`src/rtl/fetch_unit_if.sv`:
```
// Purpose: groups the fetch stage's memory and decode-side signals into one bundle.
// Latency: none, this is a plain signal bundle with no logic.
// Backpressure: imem_gnt stalls requests; inst_ready stalls the decode hand-off.
// Port summary:
//   imem_req/imem_addr    fetch -> memory read request and address
//   imem_gnt              memory -> fetch request accepted
//   imem_rvalid/rdata     memory -> fetch read response
//   inst_valid/inst       fetch -> decode fetched instruction
//   inst_ready            decode -> fetch instruction consumed
//   pc_next/pc_current    PC loop between fetch and the PC-select logic
interface fetch_unit_if;
  logic        imem_req;
  logic [31:0] imem_addr;
  logic        imem_gnt;
  logic        imem_rvalid;
  logic [31:0] imem_rdata;
  logic        inst_valid;
  logic [31:0] inst;
  logic        inst_ready;
  logic [31:0] pc_next;
  logic [31:0] pc_current;

  // master: the fetch unit itself
  modport master (
    output imem_req, imem_addr, inst_valid, inst, pc_current,
    input  imem_gnt, imem_rvalid, imem_rdata, inst_ready, pc_next
  );

  // slave: instruction memory plus decode/PC-select side
  modport slave (
    input  imem_req, imem_addr, inst_valid, inst, pc_current,
    output imem_gnt, imem_rvalid, imem_rdata, inst_ready, pc_next
  );
endinterface

```
`src/rtl/fetch_unit.sv`:
```
// Purpose: instruction fetch stage; owns the PC and issues one imem read per instruction.
// Latency: REQ to inst_valid is at least 2 cycles; one instruction per 3 cycles at best.
// Backpressure: REQ holds until imem_gnt, WAIT until imem_rvalid, VALID until inst_ready.
// Ports: clk, rst_n (async, active-low); fif (fetch_unit_if.master) carries the
//   imem request/grant/response, the decode valid/ready hand-off and the PC loop.
// Option: FETCH_MISALIGN_TRAP_EN adds the fetch_misaligned output and a TRAP state;
//   without it the low two bits of pc_next are dropped on load.
module fetch_unit #(
  parameter logic [31:0] RESET_PC = 32'h0000_0000
) (
  input  logic         clk,
  input  logic         rst_n,
  fetch_unit_if.master fif
`ifdef FETCH_MISALIGN_TRAP_EN
  ,
  output logic         fetch_misaligned
`endif
);

  typedef enum logic [2:0] {
    IDLE,
    REQ,
    WAIT,
    VALID
`ifdef FETCH_MISALIGN_TRAP_EN
    ,
    TRAP
`endif
  } state_t;

  state_t      state_q;
  state_t      state_d;
  logic [31:0] pc_q;
  logic [31:0] inst_q;
  logic [31:0] pc_load_val;
  logic        pc_load;
  logic        inst_load;
`ifdef FETCH_MISALIGN_TRAP_EN
  logic        trap_set;
  logic        misaligned_q;
`endif

`ifdef FETCH_MISALIGN_TRAP_EN
  // keep the faulting PC intact so the trap handler sees the real target
  assign pc_load_val = fif.pc_next;
`else
  assign pc_load_val = {fif.pc_next[31:2], 2'b00};
`endif

  always_comb begin
    state_d   = state_q;
    pc_load   = 1'b0;
    inst_load = 1'b0;
`ifdef FETCH_MISALIGN_TRAP_EN
    trap_set  = 1'b0;
`endif
    case (state_q)
      IDLE: state_d = REQ;
      REQ: begin
        if (fif.imem_gnt) state_d = WAIT;
      end
      WAIT: begin
        // rvalid is only honoured here, so a response coincident with
        // the grant (protocol violation) is never captured
        if (fif.imem_rvalid) begin
          inst_load = 1'b1;
          state_d   = VALID;
        end
      end
      VALID: begin
        if (fif.inst_ready) begin
          pc_load = 1'b1;
          state_d = REQ;
`ifdef FETCH_MISALIGN_TRAP_EN
          if (fif.pc_next[1:0] != 2'b00) begin
            trap_set = 1'b1;
            state_d  = TRAP;
          end
`endif
        end
      end
`ifdef FETCH_MISALIGN_TRAP_EN
      TRAP: state_d = TRAP;
`endif
      default: state_d = IDLE;
    endcase
  end

  always_ff @(posedge clk or negedge rst_n) begin
    if (!rst_n) begin
      state_q <= IDLE;
      pc_q    <= RESET_PC;
      inst_q  <= 32'h0;
    end else begin
      state_q <= state_d;
      if (pc_load) pc_q <= pc_load_val;
      if (inst_load) inst_q <= fif.imem_rdata;
    end
  end

`ifdef FETCH_MISALIGN_TRAP_EN
  // sticky until reset; only the trap entry sets it
  always_ff @(posedge clk or negedge rst_n) begin
    if (!rst_n) begin
      misaligned_q <= 1'b0;
    end else if (trap_set) begin
      misaligned_q <= 1'b1;
    end
  end

  assign fetch_misaligned = misaligned_q;
`endif

  // request outputs decode registered state only: no path from imem_gnt
  assign fif.imem_req   = (state_q == REQ);
  assign fif.imem_addr  = (state_q == REQ) ? {pc_q[31:2], 2'b00} : 32'h0;
  assign fif.inst_valid = (state_q == VALID);
  assign fif.inst       = inst_q;
  assign fif.pc_current = pc_q;

endmodule

```
`src/flat_wrapper.sv`:
```
// flat-port wrapper written by rule: the top's interface ports become plain ports
module fetch_unit_flat 
#(
  parameter logic [31:0] RESET_PC = 32'h0000_0000
)
  (clk, rst_n, fif_imem_req, fif_imem_addr, fif_inst_valid, fif_inst, fif_pc_current, fif_imem_gnt, fif_imem_rvalid, fif_imem_rdata, fif_inst_ready, fif_pc_next);
  fetch_unit_if fif_i ();
  input  logic clk;
  input  logic rst_n;
  output wire logic [$bits(fif_i.imem_req)-1:0] fif_imem_req;
  output wire logic [$bits(fif_i.imem_addr)-1:0] fif_imem_addr;
  output wire logic [$bits(fif_i.inst_valid)-1:0] fif_inst_valid;
  output wire logic [$bits(fif_i.inst)-1:0] fif_inst;
  output wire logic [$bits(fif_i.pc_current)-1:0] fif_pc_current;
  input wire logic [$bits(fif_i.imem_gnt)-1:0] fif_imem_gnt;
  input wire logic [$bits(fif_i.imem_rvalid)-1:0] fif_imem_rvalid;
  input wire logic [$bits(fif_i.imem_rdata)-1:0] fif_imem_rdata;
  input wire logic [$bits(fif_i.inst_ready)-1:0] fif_inst_ready;
  input wire logic [$bits(fif_i.pc_next)-1:0] fif_pc_next;
  assign fif_imem_req = fif_i.imem_req;
  assign fif_imem_addr = fif_i.imem_addr;
  assign fif_inst_valid = fif_i.inst_valid;
  assign fif_inst = fif_i.inst;
  assign fif_pc_current = fif_i.pc_current;
  assign fif_i.imem_gnt = fif_imem_gnt;
  assign fif_i.imem_rvalid = fif_imem_rvalid;
  assign fif_i.imem_rdata = fif_imem_rdata;
  assign fif_i.inst_ready = fif_inst_ready;
  assign fif_i.pc_next = fif_pc_next;
  fetch_unit #(.RESET_PC(RESET_PC)) u_core (.clk(clk), .rst_n(rst_n), .fif(fif_i));
endmodule
```
`config.mk`:
```
export PLATFORM = sky130hd
export DESIGN_NAME = fetch_unit_flat
export DESIGN_NICKNAME = d
export VERILOG_FILES = /design/src/rtl/fetch_unit_if.sv /design/src/rtl/fetch_unit.sv /design/src/flat_wrapper.sv
export SDC_FILE = /design/constraint.sdc
export NUM_CORES = 1
export LEC_CHECK = 0
export CAP_MARGIN = 20
export CORE_MARGIN = 5
export CORE_UTILIZATION = 30
export DETAILED_ROUTE_END_ITERATION = 6
export PLACE_DENSITY = 0.67
export SYNTH_ARGS = -nofsm -noshare
export SYNTH_HDL_FRONTEND = slang
export SYNTH_SLANG_ARGS = --single-unit
export TNS_END_PERCENT = 10
```
`constraint.sdc`:
```
create_clock -name clk -period 3.9 [get_ports clk]
set_input_delay 0.39 -clock clk [delete_from_list [all_inputs] [get_ports clk]]
set_output_delay 0.39 -clock clk [all_outputs]
set_load 0.01 [all_outputs]
```
==> results by group, run 1 <==
Run status
  • Outcome: completed

Setup path
  • Max FO, Critical Path: 33
  • CP Cell Sequence: inv_1 -> ha_1 -> and2_2 -> clkdlybuf4s50_1
  • Worst setup SP type: register
  • Critical path's slowest cell: ha_1
  • Flop2flop setup slack: 2.01 ns
  • Setup crit end kind: output port
  • Worst path required time: 3.51 ns
  • Setup CP Type: reg -> out
  • CP Data Arrival Time: 2.31 ns
  • Max stage delay on crit path: 0.70 ns

Synth
  • Main flop type after synthesis: dfrtp_1
  • Area leader, netlist: dfrtp_1
  • Register area share after synthesis: 0.603
  • Synth top area share: 0.603
  • EDFF count, synth: 0
  • Mapped Avg Cell Area: 14.5 sq um
  • Synthesized area: 2660 sq um
  • Synth top area cells: dfrtp_1, mux2_2, and2_1
  • Synthesized instance count: 183
  • Netlist cell types: 13
  • Post-synth top cells: dfrtp_1, mux2_2, and2_1
  • YS warnings: 0
  • Yosys reg bits: 64
  • Most frequent cell after synthesis: dfrtp_1
  • Post-synth ARST share: 1.00

STA
  • RSZ-0062 raised after global routing: false
  • # setup viols final: 0
  • Tmin final: 2.70 ns
  • Fmax: 371 MHz
  • Max_slew headroom: 0.443
  • Worst Tran Pin Value: 0.836 ns
  • Setup TNS Final: 0 ns
  • Clock Skew: 0.00741 ns
  • Hold Violations, Final: 0
  • Final Max Slew Viols: 0
  • Final Cycle Share: 0.692

Flow run
  • Max Cap Viol: 0

CTS
  • Buffer depth of the longest clock path: 2
  • Post-CTS Hold Buffers: 0
  • CTS root buf: clkbuf_8
  • Post-CTS Resized: 0
  • CTS clk-pin slew, worst paths: 0.06 ns
  • # Post-CTS Setup Buffers: 0
  • CTS H-tree depth: 3
  • Insertion delay to the later sink of the worst-skew pair: 0.33 ns
  • Clock Sinks: 64
  • CTS tree: done
  • CTS buffer count: 9

Global routing
  • Number of global-route vias before repair: 2156
  • First-pass GRT wire length: 11300 um
  • Largest net degree at the start of global routing: 37
  • Total gr overflow: 0
  • Number of antenna violations at the first check in global routing: 0
  • Total global-route track usage: 0.129

Die
  • Initial Util: 0.306
  • Core area: 8680 sq um
  • Std-Cell Rows: 34
  • Die Area: 10800 sq um
  • Die X: 104 um
  • IO Pins: 167
  • Die height: 104 um

Route
  • Drt total wl: 6910 um
  • Wire per inst: 15.0 um
  • Router iterations before antenna repair: 4
  • Vias per cell: 4.43
  • Routed vias: 2038
  • DR DRC count: 0
  • DRT iter0 DRCs: 26
  • Remaining antenna violation count: 0

Finish
  • Core Util, Final: 0.522
  • Antenna cells: 0
  • Area grow syn2layout: 70.5%
  • Share of layout cells above drive strength 1: 0.227
  • Nets: 419

Place
  • Gpl congestion: 0.703
  • IO buf count: 160
  • Post-DP HPWL: 5340 um

Power
  • VDD IR max: 0.282 mV
  • LEAKAGE: 0.00191 uW
  • Power density over the cells: 815 nW/um^2

Min path
  • Worst Hold Class: in -> async
==> layer usage <==
layer | wire (um) | vias to the layer above | GRT usage
met5 | 0 | - | 0
met4 | 64 | 0 | 0.0472
met3 | 684 | 7 | 0.0646
met2 | 3300 | 105 | 0.209
met1 | 2860 | 990 | 0.147
li1 | - | 936 | -
==> worst paths after layout <==
path	from	depth (start not counted)	endpoint
worst max-delay path	u_core.state_q[1]	4	fif_imem_addr[27]
worst min-delay path	rst_n	1	u_core.fif.pc_current[12]
worst max register to register	u_core.state_q[1]	4	u_core.state_q[1]
worst min register to register	u_core.fif.inst[25]	1	u_core.fif.inst[25]
max in group asynchronous	rst_n	2	u_core.fif.pc_current[3]
min in group clk	u_core.fif.inst[25]	1	u_core.fif.inst[25]
==> cells by family (layout without fill, tap and decap cells) <==
| kind of cell | count (synthesis) | after routing | share of synthesized area |
|---|---|---|---|
| buf+inv | 18 | 184 | 0.0339 |
| flops | 64 | 64 | 0.603 |
| other cells | 1 | 4 | 0.00141 |
| fa+ha+maj | 3 | 3 | 0.0141 |
| simple gates | 32 | 32 | 0.0739 |
| compound gates | 1 | 1 | 0.00377 |
| mux | 64 | 64 | 0.270 |
==> sequential cells by signal (all words and copies together) (netlist names) <==
name / flops
u_core.fif.inst: 32
u_core.state_q: 2
u_core.fif.pc_current: 30
==> stage by stage <==
step                cells  total power, uW  worst slack, ns  area (sq um)  hold WS [ns]
floorplan             186             2040             2.39          2670        0.0944
global placement      444             3170             1.49          4350         0.452
detailed placement    444             3220             1.46          4350         0.456
CTS                   460             3770             1.09          4530        0.0913
global route          460             3950            0.908          4530         0.130
finish                460             3700             1.20          4530        0.0886
==> worst max-delay path, delay by kind of cell (launching register included) <==
kind	cells	cell delay (ns)
adders and majority gates	1	0.70
buffers and inverters	2	0.62
DFF	1	0.41
and+or+nand+nor	1	0.26
==> power by group <==
group | switching (uW) | total [uW] | internal (uW)
combinational | 708 | 1960 | 1250
sequential | 199 | 1210 | 1010
clock | 236 | 529 | 293
==> layout by cell type, fill, tap and decap left out <==
master           count
dfrtp_1             64
and2_2               1
mux2i_1              2
and2_1              29
bufinv_16            1
clkinv_2             3
mux2_2              62
ha_1                 3
clkbuf_1             3
clkdlybuf4s50_1    159
a222oi_1             1
nand2_1              2
buf_4                3
conb_1               4
inv_1                5
clkbuf_8             9
buf_2                1
==> cell type report <==
cell class / instances / area (sq um)
Sequential cell: 64 / 1600
Tap cell: 108 / 135
Clock buffer: 12 / 135
Timing Repair Buffer: 163 / 1620
Fill cell: 789 / 4150
Multi-Input combinational cell: 104 / 977
Inverter: 5 / 18.8
Clock inverter: 4 / 45.0
Note: power is estimated with default switching activity, not from simulation.
==> inputs of run 2 (changes only) <==
PLACE_DENSITY = 0.69   (was 0.67)
clock period = 2.2 ns   (was 3.9 ns; I/O delays follow)
==> run 2 against run 1 <==
Compared with the run above: wire length rose by 1.5%; sequential cell count unchanged; design area rose by 1.8%; register-to-register slack worse by 1.5 ns; clock-buffer cell count unchanged; die area unchanged.
==> results by group, run 2 (synthesized netlist as in run 1, its figures left out) <==
STA
  • Final Max Slew Viols: 0
  • Fmax: 484 MHz
  • Setup ws final: 0.135 ns
  • # setup viols final: 0
  • Final Cycle Share: 0.938
  • Hold Worst Slack: 0.365 ns
  • Worst Tran Pin Value: 0.505 ns
  • Clock Skew: 0.00918 ns
  • Max_slew headroom: 0.664
  • Hold Violations, Final: 0
  • Setup TNS Final: 0 ns
  • Tmin final: 2.06 ns
  • RSZ-0062 raised after global routing: false

Place
  • Post-Place Worst Slack: 0.381 ns
  • IO buf count: 160
  • Post-DP HPWL: 5460 um
  • Gpl congestion: 0.716
  • Placed Cells: 447

Finish
  • Non-Filler Instances: 465
  • Antenna cells: 0
  • Nets: 424
  • Largest register FFs: 32
  • Share of layout cells above drive strength 1: 0.238
  • Commonest non-fill, non-tap cell in the layout: clkdlybuf4s50_1
  • Area grow syn2layout: 73.6%
  • Most frequent cells in the layout: clkdlybuf4s50_1, dfrtp_1, mux2_2, and2_1, clkbuf_8

Global routing
  • Total gr overflow: 0
  • M2 GR Usage: 0.213
  • Global route hottest layer: met2
  • Number of global-route vias before repair: 2227
  • M3 GR Usage: 0.0726
  • Global-route track usage on met1: 0.145
  • Total global-route track usage: 0.132
  • Largest net degree at the start of global routing: 33
  • First-pass GRT wire length: 11400 um
  • Number of antenna violations at the first check in global routing: 0

CTS
  • CTS tree: done
  • CTS clk-pin slew, worst paths: 0.07 ns
  • CTS root buf: clkbuf_8
  • # Post-CTS Setup Buffers: 0
  • Buffer depth of the longest clock path: 2
  • Insertion delay to the later sink of the worst-skew pair: 0.33 ns
  • Clock Sinks: 64
  • CTS H-tree depth: 3
  • CTS buffer count: 9

Die
  • Die X: 104 um
  • IO Pins: 167
  • Initial Util: 0.306
  • Die Area: 10800 sq um
  • Core area: 8680 sq um
  • Std-Cell Rows: 34
  • Die height: 104 um

Flow run
  • Max Cap Viol: 0

Setup path
  • Critical path's slowest cell: clkdlybuf4s50_1
  • Worst setup SP type: register
  • CP Data Arrival Time: 1.84 ns
  • Setup CP Type: reg -> out
  • Max FO, Critical Path: 15
  • Setup crit end kind: output port
  • Worst path required time: 1.98 ns
  • CP Cell Sequence: inv_1 -> ha_4 -> clkbuf_16 -> and2_1 -> clkdlybuf4s50_1
  • Max stage delay on crit path: 0.53 ns

Route
  • Remaining antenna violation count: 0
  • DRT iter0 DRCs: 23
  • Drt total wl: 7020 um
  • DR DRC count: 0
  • Routed vias: 2070
  • Router iterations before antenna repair: 5
  • Wire per inst: 15.1 um
  • Vias per cell: 4.45

Power
  • Power density over the cells: 1450 nW/um^2
  • VDD IR max: 0.530 mV
  • LEAKAGE: 0.00195 uW

Run status
  • Outcome: completed

Min path
  • Worst Hold Class: in -> async
-- run 2: timing repair --
item / in CTS / in global routing
hold buffers: 1 / 0
setup endpoints to repair: 0 / 29
endpoints found under the hold margin: 18 / 0
gates resized for setup: 0 / 2
-- run 2: area by class of cell --
| cell class | count | area [sq um] |
|---|---|---|
| Clock buffer | 12 | 135 |
| Clock inverter | 4 | 45.0 |
| Fill cell | 784 | 4060 |
| Inverter | 5 | 18.8 |
| Multi-Input combinational cell | 104 | 990 |
| Sequential cell | 64 | 1600 |
| Tap cell | 108 | 135 |
| Timing Repair Buffer | 168 | 1690 |
-- run 2: worst paths after layout --
path,from,endpoint,slack [ns],depth (start not counted)
worst min register to register,u_core.fif.inst[8],u_core.fif.inst[8],0.51,1
worst min-delay path,rst_n,u_core.fif.pc_current[23],0.36,2
min in group clk,fif_imem_rdata[24],u_core.fif.inst[24],0.50,2
max in group asynchronous,rst_n,u_core.fif.pc_current[15],1.09,3
worst max-delay path,u_core.state_q[1],fif_imem_addr[9],0.14,5
worst max register to register,u_core.state_q[1],u_core.state_q[1],0.55,5
-- run 2: where the power goes --
group	internal (uW)	switching, uW
Sequential	1790	359
Clock	519	421
Combinational	2320	1300
Total	4630	2080
-- run 2: worst max-delay path: cells and delay by family, from the launching register on --
family                   cells  cell delay [ns]
AND/OR/NAND/NOR              1             0.13
buffers and inverters        3             0.81
flip-flops                   1             0.40
adder cells (fa/ha/maj)      1             0.19
-- run 2: per-stage QoR --
stage	cell area [sq um]	total power (uW)	utilization
after global routing	4610	7180	0.532
after detailed placement	4390	5770	0.505
after floorplan	2670	3610	-
after global placement	4390	5680	0.505
final	4610	6710	0.532
after CTS	4580	6750	0.527
-- run 2: routing by layer --
| metal | vias up | wire, um |
|---|---|---|
| met5 | - | 0 |
| met4 | 0 | 73 |
| met3 | 8 | 748 |
| met2 | 109 | 3390 |
| met1 | 1008 | 2800 |
| li1 | 945 | - |
==> inputs of run 3 (changes only) <==
CTS_CLUSTER_DIAMETER = 80   (was default)
SETUP_SLACK_MARGIN = 0.02   (was default)
==> run 3 against run 2 <==
Compared with the run above: first-iteration DRC count unchanged; largest cell class unchanged; clock power about the same; design area did not move; hold slack is essentially flat; sequential power barely moved; highest routed layer unchanged.
==> results by group, run 3 (synthesized netlist as in run 1, its figures left out) <==
Route
  • Router iterations before antenna repair: 5
  • DRT iter0 DRCs: 23
  • Routed vias: 2070
  • DR DRC count: 0
  • Remaining antenna violation count: 0
  • Vias per cell: 4.45
  • Drt total wl: 7020 um
  • Wire per inst: 15.1 um

Setup path
  • Worst setup SP type: register
  • Setup crit end kind: output port
  • Worst r2r src: u_core.state_q[0]
  • Worst path required time: 1.98 ns
  • Worst reg2reg endpoint: u_core.fif.inst[12]
  • CP Data Arrival Time: 1.81 ns
  • Max FO, Critical Path: 15
  • FF-to-FF path depth: 5
  • Setup CP Type: reg -> out
  • Flop2flop setup slack: 0.56 ns

Finish
  • Nets: 424
  • Largest register FFs: 32
  • Most frequent cells in the layout: clkdlybuf4s50_1, dfrtp_1, mux2_2, and2_1, clkbuf_8
  • Antenna cells: 0
  • Fill cell count: 785
  • Core Util, Final: 0.532
  • Commonest non-fill, non-tap cell in the layout: clkdlybuf4s50_1
  • Area grow syn2layout: 73.6%
  • Share of layout cells above drive strength 1: 0.241

STA
  • Fmax: 492 MHz
  • Final Max Slew Viols: 0
  • Final Cycle Share: 0.924
  • Worst Tran Pin Value: 0.505 ns
  • Hold Violations, Final: 0
  • # setup viols final: 0
  • RSZ-0062 raised after global routing: false
  • Max_slew headroom: 0.664
  • Hold Worst Slack: 0.365 ns
  • Tmin final: 2.03 ns
  • Clock Skew: 0.00918 ns
  • Setup TNS Final: 0 ns

Global routing
  • Number of antenna violations at the first check in global routing: 0
  • Largest net degree at the start of global routing: 33
  • Total global-route track usage: 0.132
  • Number of global-route vias before repair: 2227
  • M3 GR Usage: 0.0726
  • Global-route track usage on met1: 0.145
  • Total gr overflow: 0
  • First-pass GRT wire length: 11400 um
  • M2 GR Usage: 0.213
  • Global route hottest layer: met2

Min path
  • Worst Hold Class: in -> async

Die
  • Die height: 104 um
  • Die X: 104 um
  • Core area: 8680 sq um
  • IO Pins: 167
  • Die Area: 10800 sq um
  • Initial Util: 0.306
  • Std-Cell Rows: 34

CTS
  • Insertion delay to the later sink of the worst-skew pair: 0.33 ns
  • CTS buffer count: 9
  • CTS H-tree depth: 3
  • Clock Sinks: 64
  • CTS root buf: clkbuf_8
  • Buffer depth of the longest clock path: 2
  • CTS tree: done
  • CTS clk-pin slew, worst paths: 0.07 ns

Place
  • Post-DP HPWL: 5460 um
  • Gpl congestion: 0.716
  • IO buf count: 160

Run status
  • Outcome: completed

Power
  • Design Power: 6710 uW
  • VDD IR max: 0.530 mV
  • LEAKAGE: 0.00195 uW
  • Power density over the cells: 1450 nW/um^2

Flow run
  • Max Cap Viol: 0
[run 3: changes by cell type in the layout (fill, tap and decap cells not counted)]
cell / delta
inv_2: +1
inv_1: -1
[run 3: power breakdown]
group,internal [uW],switching (uW)
Combinational,2330,1300
Clock,519,421
Sequential,1790,360
Total,4630,2080
[run 3: worst max-delay path, cell delays in order, from the launching register on]
cell and delay (ns):
dfrtp_1 0.40, inv_2 0.08, ha_4 0.18, clkbuf_16 0.17
and2_1 0.13, clkdlybuf4s50_1 0.53
[run 3: final cells by class]
type / count / area, sq um / area share
Inverter: 5 / 18.8 / 0.00407
Timing Repair Buffer: 168 / 1690 / 0.366
Tap cell: 108 / 135 / 0.0293
Multi-Input combinational cell: 104 / 990 / 0.214
Clock buffer: 12 / 135 / 0.0293
Clock inverter: 4 / 45.0 / 0.00976
Sequential cell: 64 / 1600 / 0.347
[run 3: worst max-delay path by stage]
stage                 startpoint  slack, ns                 to  depth (start not counted)
3_5_place_dp   u_core.state_q[1]       0.38  fif_imem_addr[27]                          5
2_1_floorplan  u_core.state_q[0]       0.76  u_core.state_q[0]                          3
3_3_place_gp   u_core.state_q[1]       0.42  fif_imem_addr[27]                          5
4_1_cts        u_core.state_q[1]       0.05  fif_imem_addr[27]                          5
6_report       u_core.state_q[1]       0.17   fif_imem_addr[9]                          5
5_1_grt        u_core.state_q[1]       0.07  fif_imem_addr[16]                          5
[run 3: layer usage]
layer  up-vias  part of all wire
met2       109              0.48
met1      1008              0.40
met4         0             0.010
met3         8              0.11
li1        945                 -
met5         -                 0
[run 3: stage by stage]
step | instances | setup WS (ns) | area, sq um
floorplan | 186 | 0.760 | 2670
global placement | 447 | 0.417 | 4390
detailed placement | 447 | 0.381 | 4390
CTS | 464 | 0.0516 | 4580
global route | 465 | 0.0666 | 4610
finish | 465 | 0.166 | 4610
[run 3: what timing repair did]
action | 4_1_cts | 5_1_grt
gates resized for setup | 1 | 2
endpoints found under the hold margin | 18 | 0
setup endpoints to repair | 4 | 29
gates cloned | 0 | 1
setup buffers | 0 | 0
hold buffers | 1 | 0
